### config.mk
export PLATFORM = sky130hd
export DESIGN_NAME = mem_addr_rs
export DESIGN_NICKNAME = d
export VERILOG_FILES = /design/src/rtl/rv32i_types.sv /design/src/rtl/mem_rs_prio_enc.sv /design/src/rtl/mem_addr_rs.sv
export SDC_FILE = /design/constraint.sdc
export NUM_CORES = 1
export LEC_CHECK = 0
export CAP_MARGIN = 20
export CORE_ASPECT_RATIO = 1.75
export CORE_UTILIZATION = 45
export DETAILED_ROUTE_END_ITERATION = 12
export PLACE_DENSITY = 0.7
export REMOVE_ABC_BUFFERS = 1
export SYNTH_ARGS = -nofsm -noshare
export SYNTH_HDL_FRONTEND = slang
export SYNTH_HIERARCHICAL = 1
export SYNTH_SLANG_ARGS = --single-unit
### constraint.sdc
create_clock -name clk -period 5.68 [get_ports clk]
set_input_delay 1.136 -clock clk [delete_from_list [all_inputs] [get_ports clk]]
set_output_delay 1.136 -clock clk [all_outputs]
set_load 0.01 [all_outputs]
### src/rtl/rv32i_types.sv
// Shared RV32I core types: base opcodes, CDB broadcast and memory RS entry.
package rv32i_types;

  typedef enum logic [6:0] {
    op_b_lui   = 7'b0110111,
    op_b_auipc = 7'b0010111,
    op_b_jal   = 7'b1101111,
    op_b_jalr  = 7'b1100111,
    op_b_br    = 7'b1100011,
    op_b_load  = 7'b0000011,
    op_b_store = 7'b0100011,
    op_b_imm   = 7'b0010011,
    op_b_reg   = 7'b0110011
  } rv32i_opcode;

  typedef struct packed {
    logic        valid;
    logic [5:0]  pd_s;
    logic [31:0] rd_v;
  } cdb_t;

  typedef struct packed {
    logic        valid;
    logic        is_store;
    logic [31:0] imm;
    logic [5:0]  ps1;
    logic        ps1_rdy;
    logic [5:0]  ps2;
    logic        ps2_rdy;
    logic [5:0]  mem_idx;
  } mem_rs_entry_t;

endpackage

### src/rtl/mem_rs_prio_enc.sv
// Lowest-index priority encoder: reports whether any request is set and
// the index of the lowest one.
module mem_rs_prio_enc #(
  parameter int unsigned WIDTH = 8,
  parameter int unsigned IDX_W = (WIDTH > 1) ? $clog2(WIDTH) : 1
) (
  input  logic [WIDTH-1:0] req,
  output logic             found,
  output logic [IDX_W-1:0] idx
);

  // Scan upward and keep the first hit.
  always_comb begin
    found = 1'b0;
    idx   = '0;
    for (int unsigned i = 0; i < WIDTH; i++) begin
      if (req[i] && !found) begin
        found = 1'b1;
        idx   = IDX_W'(i);
      end
    end
  end

endmodule

### src/rtl/mem_addr_rs.sv
// Memory-op reservation station with address generation. Holds loads and
// stores until their sources are ready, snoops the CDBs for wakeup, reads
// the register file for the selected entry and registers rs1 + imm, store
// data and the memory-queue slot one cycle after issue.
module mem_addr_rs
  import rv32i_types::*;
#(
  parameter int unsigned RS_DEPTH = 8,
  parameter int unsigned N_CDB    = 2
) (
  input  logic        clk,
  input  logic        rst,
  input  logic        dispatch_valid,
  input  logic [31:0] inst,
  input  logic [5:0]  ps1_s,
  input  logic [5:0]  ps2_s_in,
  input  logic        ps1_ready,
  input  logic        ps2_ready,
  input  logic [5:0]  mem_idx_in,
  input  cdb_t        cdb [N_CDB],
  output logic [5:0]  rf_ps1,
  output logic [5:0]  rf_ps2,
  input  logic [31:0] rf_v1,
  input  logic [31:0] rf_v2,
  output logic        full,
  output logic [31:0] addr,
  output logic        addr_valid,
  output logic [5:0]  mem_idx_out,
  output logic [31:0] store_wdata
);

  localparam int unsigned IDX_W = (RS_DEPTH > 1) ? $clog2(RS_DEPTH) : 1;

  mem_rs_entry_t       rs_q [RS_DEPTH];
  mem_rs_entry_t       new_ent;
  logic [RS_DEPTH-1:0] valid_vec;
  logic [RS_DEPTH-1:0] ready_vec;
  logic [RS_DEPTH-1:0] wake1;
  logic [RS_DEPTH-1:0] wake2;
  logic                disp_hit1;
  logic                disp_hit2;
  logic                disp_is_store;
  logic [31:0]         disp_imm;
  logic                free_found;
  logic [IDX_W-1:0]    free_idx;
  logic                sel_found;
  logic [IDX_W-1:0]    sel_idx;
  logic                unused_fields;

  // Occupancy and issue-eligibility vectors from registered entry state.
  always_comb begin
    valid_vec = '0;
    ready_vec = '0;
    for (int unsigned i = 0; i < RS_DEPTH; i++) begin
      valid_vec[i] = rs_q[i].valid;
      ready_vec[i] = rs_q[i].valid && rs_q[i].ps1_rdy && rs_q[i].ps2_rdy;
    end
  end

  mem_rs_prio_enc #(.WIDTH(RS_DEPTH), .IDX_W(IDX_W)) u_free_enc (
    .req   (~valid_vec),
    .found (free_found),
    .idx   (free_idx)
  );

  mem_rs_prio_enc #(.WIDTH(RS_DEPTH), .IDX_W(IDX_W)) u_sel_enc (
    .req   (ready_vec),
    .found (sel_found),
    .idx   (sel_idx)
  );

  assign full = &valid_vec;

  // CDB tag matches against stored entries and against the op being dispatched.
  always_comb begin
    wake1     = '0;
    wake2     = '0;
    disp_hit1 = 1'b0;
    disp_hit2 = 1'b0;
    for (int unsigned c = 0; c < N_CDB; c++) begin
      if (cdb[c].valid) begin
        if (cdb[c].pd_s == ps1_s)    disp_hit1 = 1'b1;
        if (cdb[c].pd_s == ps2_s_in) disp_hit2 = 1'b1;
        for (int unsigned i = 0; i < RS_DEPTH; i++) begin
          if (cdb[c].pd_s == rs_q[i].ps1) wake1[i] = 1'b1;
          if (cdb[c].pd_s == rs_q[i].ps2) wake2[i] = 1'b1;
        end
      end
    end
  end

  assign disp_is_store = (inst[6:0] == op_b_store);
  assign disp_imm = disp_is_store ? {{20{inst[31]}}, inst[31:25], inst[11:7]}
                                  : {{20{inst[31]}}, inst[31:20]};

  // Build the entry written at dispatch; tag 0 and same-cycle CDB hits count as ready.
  always_comb begin
    new_ent          = '0;
    new_ent.valid    = 1'b1;
    new_ent.is_store = disp_is_store;
    new_ent.imm      = disp_imm;
    new_ent.ps1      = ps1_s;
    new_ent.ps1_rdy  = (ps1_s == '0) || ps1_ready || disp_hit1;
    new_ent.ps2      = disp_is_store ? ps2_s_in : '0;
    new_ent.ps2_rdy  = !disp_is_store || (ps2_s_in == '0) || ps2_ready || disp_hit2;
    new_ent.mem_idx  = mem_idx_in;
  end

  // Register-file read ports follow the selected entry, else idle at 0.
  always_comb begin
    rf_ps1 = '0;
    rf_ps2 = '0;
    if (sel_found) begin
      rf_ps1 = rs_q[sel_idx].ps1;
      rf_ps2 = rs_q[sel_idx].ps2;
    end
  end

  // Fold CDB payload and instruction bits this unit does not consume.
  always_comb begin
    unused_fields = ^inst[19:12];
    for (int unsigned c = 0; c < N_CDB; c++) begin
      unused_fields = unused_fields ^ (^cdb[c].rd_v);
    end
  end

  // Entry wakeup, issue/free, dispatch write and registered AGU outputs.
  // Dispatch targets a slot that was free before this edge, so it never
  // collides with the slot being freed by issue.
  always_ff @(posedge clk) begin
    if (rst) begin
      for (int unsigned i = 0; i < RS_DEPTH; i++) begin
        rs_q[i] <= '0;
      end
      addr_valid  <= 1'b0;
      addr        <= '0;
      store_wdata <= '0;
      mem_idx_out <= '0;
    end else begin
      for (int unsigned i = 0; i < RS_DEPTH; i++) begin
        if (wake1[i]) rs_q[i].ps1_rdy <= 1'b1;
        if (wake2[i]) rs_q[i].ps2_rdy <= 1'b1;
      end
      addr_valid <= sel_found;
      if (sel_found) begin
        rs_q[sel_idx].valid <= 1'b0;
        addr        <= rf_v1 + rs_q[sel_idx].imm;
        store_wdata <= rs_q[sel_idx].is_store ? rf_v2 : '0;
        mem_idx_out <= rs_q[sel_idx].mem_idx;
      end
      if (dispatch_valid && free_found) begin
        rs_q[free_idx] <= new_ent;
      end
    end
  end

endmodule
==> impl_results.md <==
* Min-Delay Endpoint: addr[22]
* Synth Warn # at 6
* Non-filler cells, final at 2482
* Vias in the first global route at 15140
* Clock sinks at 343
* Placed cells at 2424
* First-pass GRT wire length at 89800 um
* Minimum clock period at 5.53 ns
* Post-synth design cell area at 0.0186 mm^2
* Worst-path clk slew at 0.06 ns
* Comb pwr share at 0.140
* Worst-margin pin slew at 1.12 ns
* Tightest hold margin at 0.465 ns
* Post-Route Skew at 0.0165 ns
* Initial antenna violation count at 1
* Final setup viols at 0
* Synthesis-to-layout area growth at 19.9%
* CTS tree: built
* H-tree depth at 1
* I/O pins at 281
* Slew Limit Fails at 0
* Critical Path, Cell by Cell: and3_1 > nor4_2 > and3b_1 > and2b_1 > and2_1 > buf_4 > a22oi_1 > a41oi_1 > clkdlybuf4s50_1
* Sequential Power Share at 0.486
* IO buf count at 208
* WP data arrival at 4.40 ns
* NetSw at 1.50 mW
* Area share of the largest cell type after synthesis at 0.409
* Hold_sp: addr[22]
* Remaining DRCs at 0
* Peak VDD IR at 0.203 mV
* Power Density at 263 mW/mm^2
* DRT iter0 DRCs at 1338
* CP top delay family: simple AND/OR/NAND/NOR gates
* R2R depth at 17
* Clock Tree Buf Depth at 3
* Buffer and inverter count on the worst path at 2
* Avg Inst Size Synth at 10.7 um^2
* Status: finished, final reports clean
* Seq/Total Area, Yosys at 0.505
* Die Footprint at 0.0423 mm^2
* # rows at 98
* Mapped Cells at 1750
* CP Capture Type: output pin
* Critical R2R Launch: rs_q[4][6]
* Clk_lat worst skew at 0.60 ns
* Top_reg_cell synth: edfxtp_1
* CP max-delay cell: and2_1
* Detailed Place HPWL at 40800 um
* Crit Path Max Fanout at 15
* Post-route cell area at 0.0224 mm^2
* Share of cells above drive strength 1 at 0.0782
* Static Leak at 8.51 nW
* Hold crit path type: reg2reg
* Switching share of total power at 0.255
* Max-cap violations at 0
* Crit path kind: reg2out
* Async S/R FF share, synth at 0
* Largest net degree at the start of global routing at 69
* Post-DR vias/cell at 6.03
* DRT antenna net count at 0
* Via count at 14971
* Worst setup margin at 0.149 ns
* Crit path depth at 9
* Pre-CTS WS at 0.827 ns
* RR Endpoint: addr[31]
* DRT Wirelength at 60400 um
* Die Ht at 271 um
* CTS resizes at 0
* Worst hold path cell count at 2
* Final nets at 2136
* Req. time, crit path at 4.54 ns
* GRT Overall Usage at 0.284
* Post-synth EDFFs at 254
* Buffer count from post-CTS setup fixing at 0
* Final hold vios at 0
* Cell variety after synth at 84
* Clock share of power at 0.374
* Register bit total from synthesis at 343
* Hold Buf Count CTS at 0
* F_max at 181 MHz
* Drt pass-1 iters at 6
* P_int at 4.38 mW
* CP max stage delay at 0.62 ns
* Placed cell area at 0.0213 mm^2
* Grt total ovfl at 0
* RSZ-0062 raised after global routing: no
* DR WL/cell at 24.3 um
* Root Driver: clkbuf_16
* Core area at 0.0408 mm^2
* Total CTS buffers at 31
* Final period util at 0.974
* Rel. slew slack at 0.244
* R2R Setup Slk at 0.70 ns
* Initial cell density of the core at 0.457
* Synth top area cells: edfxtp_1, dfxtp_1, xnor2_1, and3_1, a22oi_1
* Die W at 156 um
* Cell taking the most area after synthesis: edfxtp_1
* Placer congestion estimate at 0.937
* CP startpoint kind: flop
==> through the flow <==
step | util | power [mW] | TNS (ns)
after global routing | 0.548 | 6.06 | 0
after CTS | 0.548 | 5.89 | 0
final | 0.548 | 5.88 | 0
after floorplan | - | 3.35 | -11.61
after global placement | 0.522 | 3.70 | 0
after detailed placement | 0.522 | 3.72 | 0
==> per-layer routing <==
| layer | wire (um) | global-route usage |
|---|---|---|
| met5 | 0 | 0 |
| met4 | 3640 | 0.170 |
| met3 | 4350 | 0.0359 |
| met2 | 31200 | 0.514 |
| met1 | 21300 | 0.313 |
==> flip-flops by register name, summed over array words and instances (netlist names) <==
signal       flops
addr_valid       1
addr            32
mem_idx_out      6
rs_q           272
store_wdata     32
==> placed cells by master, fill, tap and decap left out, types with 28 or more instances in the layout <==
cell             instances
mux2i_1                 28
nand2_1                 64
and2_1                  43
clkdlybuf4s50_1        207
xor2_1                 111
nand4_1                 59
buf_4                   54
a21oi_1                 55
and3_1                 174
xnor2_1                126
edfxtp_1               254
clkbuf_16               31
dfxtp_1                 89
a22oi_1                131
nor4_1                  37
ha_1                    31
nor2_1                 152
==> worst max path at each step <==
stage	startpoint	to	slack [ns]
global placement	rs_q[4][6]	rf_ps2[0]	0.76
floorplan	rs_q[6][6]	addr[28]	-0.84
detailed placement	rs_q[4][6]	rf_ps2[0]	0.83
global route	rs_q[4][53]	rf_ps2[0]	0.05
CTS	rs_q[4][6]	rf_ps2[0]	0.19
finish	rs_q[4][6]	rf_ps2[0]	0.15
==> Yosys cell counts (5+ instances only) <==
library cell and n:
edfxtp_1 254, and3_1 174, nor2_1 154, a22oi_1 131
xnor2_1 126, xor2_1 111, clkbuf_1 92, dfxtp_1 89
nand2_1 64, nand4_1 59, a21oi_1 55, and2_1 43
buf_2 37, nor4_1 37, ha_1 31, mux2i_1 28
o21ai_0 21, inv_1 20, a21o_1 19, nor3_1 18
nand3_1 17, a41oi_1 11, or3_1 11, o22ai_1 9
a211oi_1 8, a31o_2 7, a31oi_1 7, buf_1 7
nor2b_1 7, nand2b_1 6, a221oi_1 5, a22o_1 5
o31ai_1 5
==> kinds of logic (layout without fill, tap and decap cells) <==
kind of cell,after synthesis,after routing,share of synthesized area
AO/OA/AOI/OAI,326,326,0.128
buffers and inverters,161,342,0.0361
XOR/XNOR,237,237,0.111
adder cells (fa/ha/maj),32,32,0.0219
flip-flops,343,343,0.505
other,0,1,0
multiplexers,31,31,0.0168
AND/OR/NAND/NOR,620,620,0.181
==> worst min-delay path: cells and delay by family, from the launching register on <==
kind | cells | cell delay (ns)
simple gates | 1 | 0.05
flops | 1 | 0.33
compound gates | 1 | 0.06
==> power by group through the flow <==
| stage | clock network (mW) | registers (mW) | logic [mW] |
|---|---|---|---|
| 5_1_grt | 2.31 | 2.86 | 0.887 |
| 6_report | 2.20 | 2.85 | 0.824 |
| 3_5_place_dp | 0 | 2.91 | 0.815 |
| 3_3_place_gp | 0 | 2.90 | 0.801 |
| 4_1_cts | 2.22 | 2.85 | 0.819 |
| 2_1_floorplan | 0 | 2.89 | 0.458 |
==> layout make-up <==
cell class                      count  area [um^2]
Clock buffer                       39          816
Clock inverter                     18          235
Inverter                           21         78.8
Fill cell                        3540        18500
Tap cell                          550          688
Multi-Input combinational cell   1246         8610
Timing Repair Buffer              264         2520
Antenna cell                        1         2.50
Sequential cell                   343         9410
Power figures use the tool's default switching activity.
